<file path="config.mk">
export PLATFORM = sky130hd
export DESIGN_NAME = hazard_ctrl
export DESIGN_NICKNAME = d
export VERILOG_FILES = /design/src/rtl/hazard_ctrl.sv
export SDC_FILE = /design/constraint.sdc
export NUM_CORES = 1
export LEC_CHECK = 0
export CORE_MARGIN = 8
export CORE_UTILIZATION = 33
export CTS_CLUSTER_SIZE = 10
export DETAILED_ROUTE_END_ITERATION = 10
export GPL_ROUTABILITY_DRIVEN = 0
export HOLD_SLACK_MARGIN = 0.06
export PLACE_DENSITY = 0.81
export SLEW_MARGIN = 40
export SYNTH_ARGS = -nofsm -noshare
export SYNTH_HDL_FRONTEND = slang
export SYNTH_SLANG_ARGS = --single-unit
</file>
<file path="constraint.sdc">
create_clock -name clk -period 2.4 [get_ports clk]
set_input_delay 0.48 -clock clk [delete_from_list [all_inputs] [get_ports clk]]
set_output_delay 0.48 -clock clk [all_outputs]
set_load 0.01 [all_outputs]
</file>
<file path="src/rtl/hazard_ctrl.sv">
// Pipeline hazard/halt controller: load-use stalls, branch flushes, memory freezes, halt drain with watchdog.
// Optional performance counters enabled by defining HAZARD_PERF_CNT_EN.
module hazard_ctrl #(
  parameter int DRAIN_MAX = 8,
  parameter int CNT_W     = 16
) (
  input  logic             clk,
  input  logic             rst,
  input  logic             idex_memread,
  input  logic [3:0]       idex_rt,
  input  logic [3:0]       ifid_rs,
  input  logic [3:0]       ifid_rt,
  input  logic             ifid_uses_rs,
  input  logic             ifid_uses_rt,
  input  logic             ifid_hlt,
  input  logic             branch_taken,
  input  logic             mem_busy,
  input  logic             memwb_hlt,
  output logic             pc_wen,
  output logic             ifid_wen,
  output logic             ifid_flush,
  output logic             idex_wen,
  output logic             idex_bubble,
  output logic             exmem_wen,
  output logic             memwb_wen,
  output logic             halted,
  output logic             halt_err,
  output logic [CNT_W-1:0] stall_cycles,
  output logic [CNT_W-1:0] flush_count
);
  localparam logic [1:0] RUN    = 2'd0;
  localparam logic [1:0] DRAIN  = 2'd1;
  localparam logic [1:0] HALTED = 2'd2;
  localparam int DW = (DRAIN_MAX > 1) ? $clog2(DRAIN_MAX) : 1;

  logic [1:0]    state, state_d;
  logic [DW-1:0] drain_cnt, drain_cnt_d;
  logic          err_q, err_d;
  logic          load_use, stall_ev;

  // x0 is hardwired zero, so a load targeting it can never feed a consumer
  assign load_use = idex_memread && (idex_rt != 4'd0) &&
                    ((ifid_uses_rs && (ifid_rs == idex_rt)) ||
                     (ifid_uses_rt && (ifid_rt == idex_rt)));

  always_comb begin
    pc_wen      = 1'b1;
    ifid_wen    = 1'b1;
    ifid_flush  = 1'b0;
    idex_wen    = 1'b1;
    idex_bubble = 1'b0;
    exmem_wen   = 1'b1;
    memwb_wen   = 1'b1;
    stall_ev    = 1'b0;
    state_d     = state;
    drain_cnt_d = drain_cnt;
    err_d       = err_q;
    if (rst) begin
      state_d = RUN;
    end else if (state == HALTED) begin
      pc_wen    = 1'b0;
      ifid_wen  = 1'b0;
      idex_wen  = 1'b0;
      exmem_wen = 1'b0;
      memwb_wen = 1'b0;
    end else if (mem_busy) begin
      pc_wen    = 1'b0;
      ifid_wen  = 1'b0;
      idex_wen  = 1'b0;
      exmem_wen = 1'b0;
      memwb_wen = 1'b0;
      stall_ev  = 1'b1;
    end else if (state == DRAIN) begin
      pc_wen     = 1'b0;
      ifid_flush = 1'b1;
      if (memwb_hlt) begin
        state_d = HALTED;
      end else if (drain_cnt == DW'(DRAIN_MAX - 1)) begin
        state_d = HALTED;
        err_d   = 1'b1;
      end else begin
        drain_cnt_d = drain_cnt + DW'(1);
      end
    end else if (load_use) begin
      pc_wen      = 1'b0;
      ifid_wen    = 1'b0;
      idex_bubble = 1'b1;
      stall_ev    = 1'b1;
    end else if (ifid_hlt) begin
      pc_wen      = 1'b0;
      state_d     = DRAIN;
      drain_cnt_d = '0;
    end else if (branch_taken) begin
      ifid_flush = 1'b1;
    end
  end

  always_ff @(posedge clk) begin
    if (rst) begin
      state     <= RUN;
      drain_cnt <= '0;
      err_q     <= 1'b0;
    end else begin
      state     <= state_d;
      drain_cnt <= drain_cnt_d;
      err_q     <= err_d;
    end
  end

  assign halted   = (state == HALTED) && !rst;
  assign halt_err = err_q && !rst;

`ifdef HAZARD_PERF_CNT_EN
  logic [CNT_W-1:0] sc_q, fc_q;

  always_ff @(posedge clk) begin
    if (rst) begin
      sc_q <= '0;
      fc_q <= '0;
    end else if (state != HALTED) begin
      if (stall_ev && !(&sc_q))   sc_q <= sc_q + CNT_W'(1);
      if (ifid_flush && !(&fc_q)) fc_q <= fc_q + CNT_W'(1);
    end
  end

  assign stall_cycles = rst ? '0 : sc_q;
  assign flush_count  = rst ? '0 : fc_q;
`else
  assign stall_cycles = '0;
  assign flush_count  = '0;
`endif

endmodule

</file>
**After elaboration in Yosys (flattened, before gate mapping)**

Cells that the tools add are included.

- Register bits after elaboration: 6
- Input bits: 21
- Output and inout port bits: 41

- $add $sub $neg: 1
- Equality and inequality tests: 9
- Muxes and demuxes: 36
- Bitwise logic cells: 3
- Reduce and logical (&&, ||, !) cells: 13

Operators with widths:

| cell | number |
|---|---|
| $mux 1 | 26 |
| $mux 3 | 5 |
| $mux 2 | 5 |
| $reduce_and 5->1 | 2 |
| $eq 4x4->1 | 2 |
| $logic_and 1x1->1 | 6 |
| $reduce_and 6->1 | 1 |
| $ne 2x2->1 const B | 2 |
| $reduce_bool 4->1 | 1 |
| $add 3x1->3 const B | 1 |
| $eq 3x3->1 const B | 1 |
| $ne 3x2->1 const B | 1 |
| $not 1->1 | 3 |
| $eq 2x1->1 const B | 1 |
| $eq 2x2->1 const B | 1 |
| $ne 2x1->1 const B | 1 |
| $reduce_bool 2->1 | 1 |
| $logic_not 1->1 | 1 |
| $logic_or 1x1->1 | 1 |

**Logic depth before layout (Yosys ltp)**

- Word-level depth: 9
- Mapped depth: 7
- Gate-level depth less buffers: 7

**Worst setup path before layout**

Ideal clock, no wire load.

- Path kind: input to output
- Start point: in idex_rt[0]
- End point: out idex_bubble
- Arrival time: 1641 ps
- Required time: 1920 ps
- Setup slack: 279 ps
- Stages on the path: 4
- Path through: xor2_1 -> nor4_2 -> nor2_1 -> nor4_1

- Cells in the longest elaborated chain, start to end: 9
- Elaborated cells between the ends (all ways): 13
- Classes of those cells: 2 x eq/ne; 5 x mux; 6 x reduce/logical

Ends and longest elaborated chain:

| what | RTL line | text |
|---|---|---|
| from (decl) | 10 | `input logic [3:0] idex_rt,` |
| $eq 4x4->1 (on tied branches) | 43, 44 |  |
| $logic_and 1x1->1 (on tied branches) | 43, 44 |  |
| $logic_or 1x1->1 | 43 | `((ifid_uses_rs && (ifid_rs == idex_rt)) \|\|` |
| $logic_and 1x1->1 (*) | 42 | `assign load_use = idex_memread && (idex_rt != 4'd0) &&` |
| $mux 1 (*) | 84 | `end else if (load_use) begin` |
| $mux 1 (*) | 73 | `end else if (state == DRAIN) begin` |
| $mux 1 (*) | 66 | `end else if (mem_busy) begin` |
| $mux 1 (*) | 60 | `end else if (state == HALTED) begin` |
| $mux 1 (*) | 58 | `if (rst) begin` |
| to (decl) | 23 | `output logic idex_bubble,` |

Mark *: on every way between the ends. The rest lies on a longest branch, timed or not.

**Worst setup path in the final report**

- Start point: in ifid_rs[3]
- End point: out ifid_flush

- Cells in the longest elaborated chain, start to end: 9

Ends and longest elaborated chain:

| what | RTL line | text |
|---|---|---|
| from (decl) | 11 | `input logic [3:0] ifid_rs,` |
| $eq 4x4->1 | 43 |  |
| $logic_and 1x1->1 | 43 |  |
| $logic_or 1x1->1 | 43 |  |
| $logic_and 1x1->1 | 42 |  |
| $mux 1 | 84 |  |
| $mux 1 | 73 |  |
| $mux 1 | 66 |  |
| $mux 1 | 60 |  |
| $mux 1 | 58 |  |
| to (decl) | 21 | `output logic ifid_flush,` |

Every way passes these cells.

==> run_results.csv <==
group,metric,value,unit
synth,syn_inst,96,
cells_and_area,drive_gt1_share,26.12,%
setup_path,critPathCaptureType,"output pin",
drt,wirelength,2042,um
global_route,first_global_vias,761,
timing,finalClockSkew,0.003577,ns
cts,cts_max_level,1,
synth,synth.area.top_cells,"buf_4 (33%), dfxtp_1 (16%), xor2_1 (6.8%)",
synth,syn_avg_cell_area,8.029,sq um
setup_path,crit_required,1.92,ns
timing,finalHoldViolCount,0,
synth,synth-edff-count,0,
cts,clk_pin_slew,0.05,ns
drt,antenna_left,0,
synth,ys_types,29,
global_route,track_usage,10.35,%
drt,drtPass1Iterations,2,
drt,drc,0,
cells_and_area,final_common_cell,"conb_1",
floorplan,ios,62,
drt,vias,699,
timing,clock.fmax,0.4063,GHz
floorplan,row_count,17,
drt,vias_per_cell,4.315,
synth,ys.warnings.count,0,
pwr,finalPower,0.3506,mW
cts,cts_tree,"yes",
synth,seq_area_frac_synth,15.58,%
floorplan,chipHeight,64.33,um
placed_design,post-dp-hpwl,1676,um
synth,synthArstFlopShare,0,%
pwr,power_density,317.0,mW/mm^2
timing,rsz0062_at_grt,"true",
cts,clock_sinks,6,
cts,clk_latency,0.26,ns
global_route,grt_first_pass_wirelength,3450,um
synth,yosys.area.top_type,"buf_4",
pwr,peakVddDrop,0.2350,mV
cells_and_area,syn2layout_area_growth,43.51,%
cts,cts_buffer_depth,2,
setup_path,crit_type,"input pin to output pin",
floorplan,core,0.002212,sq mm
cells_and_area,nets,159,
setup_path,crit_path_start_kind,"input pin",
placed_design,pre_cts_ws,-0.7013,ns
setup_path,path_max_fanout,2,
cells_and_area,antennaDiodeCount,0,
timing,postLayoutSetupSlackWorst,-0.06137,ns
pwr,p_leak,0.5187,nW
synth,synth_ff_type,"dfxtp_1",
synth,synth_top_family_by_area,"buffers and inverters",
drt,wl_per_cell,12.60,um
cts,cts-buffers-inserted,3,
global_route,grt.overflow.total,0,
floorplan,die_area,0.004138,sq mm
cells_and_area,mostFrequentLayoutCells,"conb_1 (32), clkdlybuf4s50_1 (12), buf_4 (10)",
run,cap_violations,0,
outcome,violations,"negative setup slack",
synth,synth_compound_area_share,18.67,%
cts,root_buffer,"clkbuf_4",
setup_path,crit_arrival,1.98,ns
outcome,status,"complete, but fails checks",
placed_design,port_buffers,29,
global_route,grt_max_degree,10,
timing,drv_slew,0,
synth,synth-xor-area-share,9.091,%
global_route,antenna_found_initial,0,
drt,drtIter0Drc,4,
synth,synth_mux_area_share,0,%
timing,post-route-min-period,2.461,ns
floorplan,die_w,64.33,um
timing,fin_crit_sh,102.6,%
synth,synth.ff_latch_count,6,
synth,syn_area,770.7,sq um
min_path,hp-class,"register to register",
timing,setup_viol,2,
floorplan,initial_core_util,34.84,%
synth,synth-simple-area-share,17.86,%
synth,synth_top_cell_area_share,33.12,%
synth,synth_fa_ha_area_share,3.247,%
==> stage by stage <==
stage	TNS (ns)	hold WS, ns	instances	area (sq um)	util [%]
2_1_floorplan	0	0.4323	127	887.1	-
3_3_place_gp	-2.578	0.4487	157	1013	45.81
3_5_place_dp	-2.597	0.4578	157	1013	45.81
4_1_cts	-0.1239	0.4709	162	1072	48.47
5_1_grt	-0.1833	0.4806	162	1106	50.00
6_report	-0.08259	0.4680	162	1106	50.00
==> timing repair <==
action	CTS	global route
hold buffers	0	0
setup buffers	2	0
setup endpoints to repair	4	7
resized for setup	48	11
pin swaps	10	5
==> final cells by class <==
cell class / count / area, sq um
timing repair buffer: 39 / 337.8
fill: 232 / 1106
tap: 28 / 35.03
multi-input combinational: 83 / 579.3
inverter: 3 / 11.26
clock buffer: 3 / 22.52
sequential: 6 / 120.1
==> synthesized netlist by cell type, types with 2 or more instances <==
library cell  number
nand3_1            2
a21oi_1            4
o41a_1             2
nor2_1             5
dfxtp_1            6
ha_1               2
xnor2_1            2
nand2b_1           4
inv_1              3
buf_4             34
nor2b_1            4
nor4_1             2
xor2_1             6
a211oi_1           2
o211ai_1           2
a22oi_1            2
nor4_2             2
==> worst max-delay path, cell delays in order <==
cell             delay (ns)
clkdlybuf4s50_1        0.47
xor2_1                 0.25
nor4_4                 0.09
buf_4                  0.14
o41a_1                 0.31
nor3_2                 0.10
buf_2                  0.15
==> sequential cells by signal (all words and copies together), names as in the netlist <==
name / cells
drain_cnt: 3
err_q: 1
state: 2
==> path summary, 6_finish.rpt <==
kind,startpoint,to,cells after the start,slack [ns]
worst max register to register,drain_cnt[0],drain_cnt[2],7,0.56
worst min-delay path,err_q,err_q,2,0.47
worst max-delay path,ifid_rs[3],ifid_flush,7,-0.06
worst min register to register,err_q,err_q,2,0.47
==> power breakdown <==
part | switching, mW | internal, mW
clock | 0.0464 | 0.0572
sequential | 0.00257 | 0.102
combinational | 0.0785 | 0.0637
==> layer usage <==
metal	vias up	global-route usage [%]	share of wire, %
met2	40	17.14	47
li1	344	-	-
met4	0	4.087	1.8
met5	-	0	0
met3	6	6.969	12
met1	309	9.940	38
==> cell families after synthesis <==
family                   count (synthesis)
XOR/XNOR                                 8
flip-flops                               6
adder cells (fa/ha/maj)                  2
buffers and inverters                   38
AND/OR/NAND/NOR                         22
other                                    1
AO/OA/AOI/OAI                           19
Note: power is estimated with default switching activity, not from simulation.
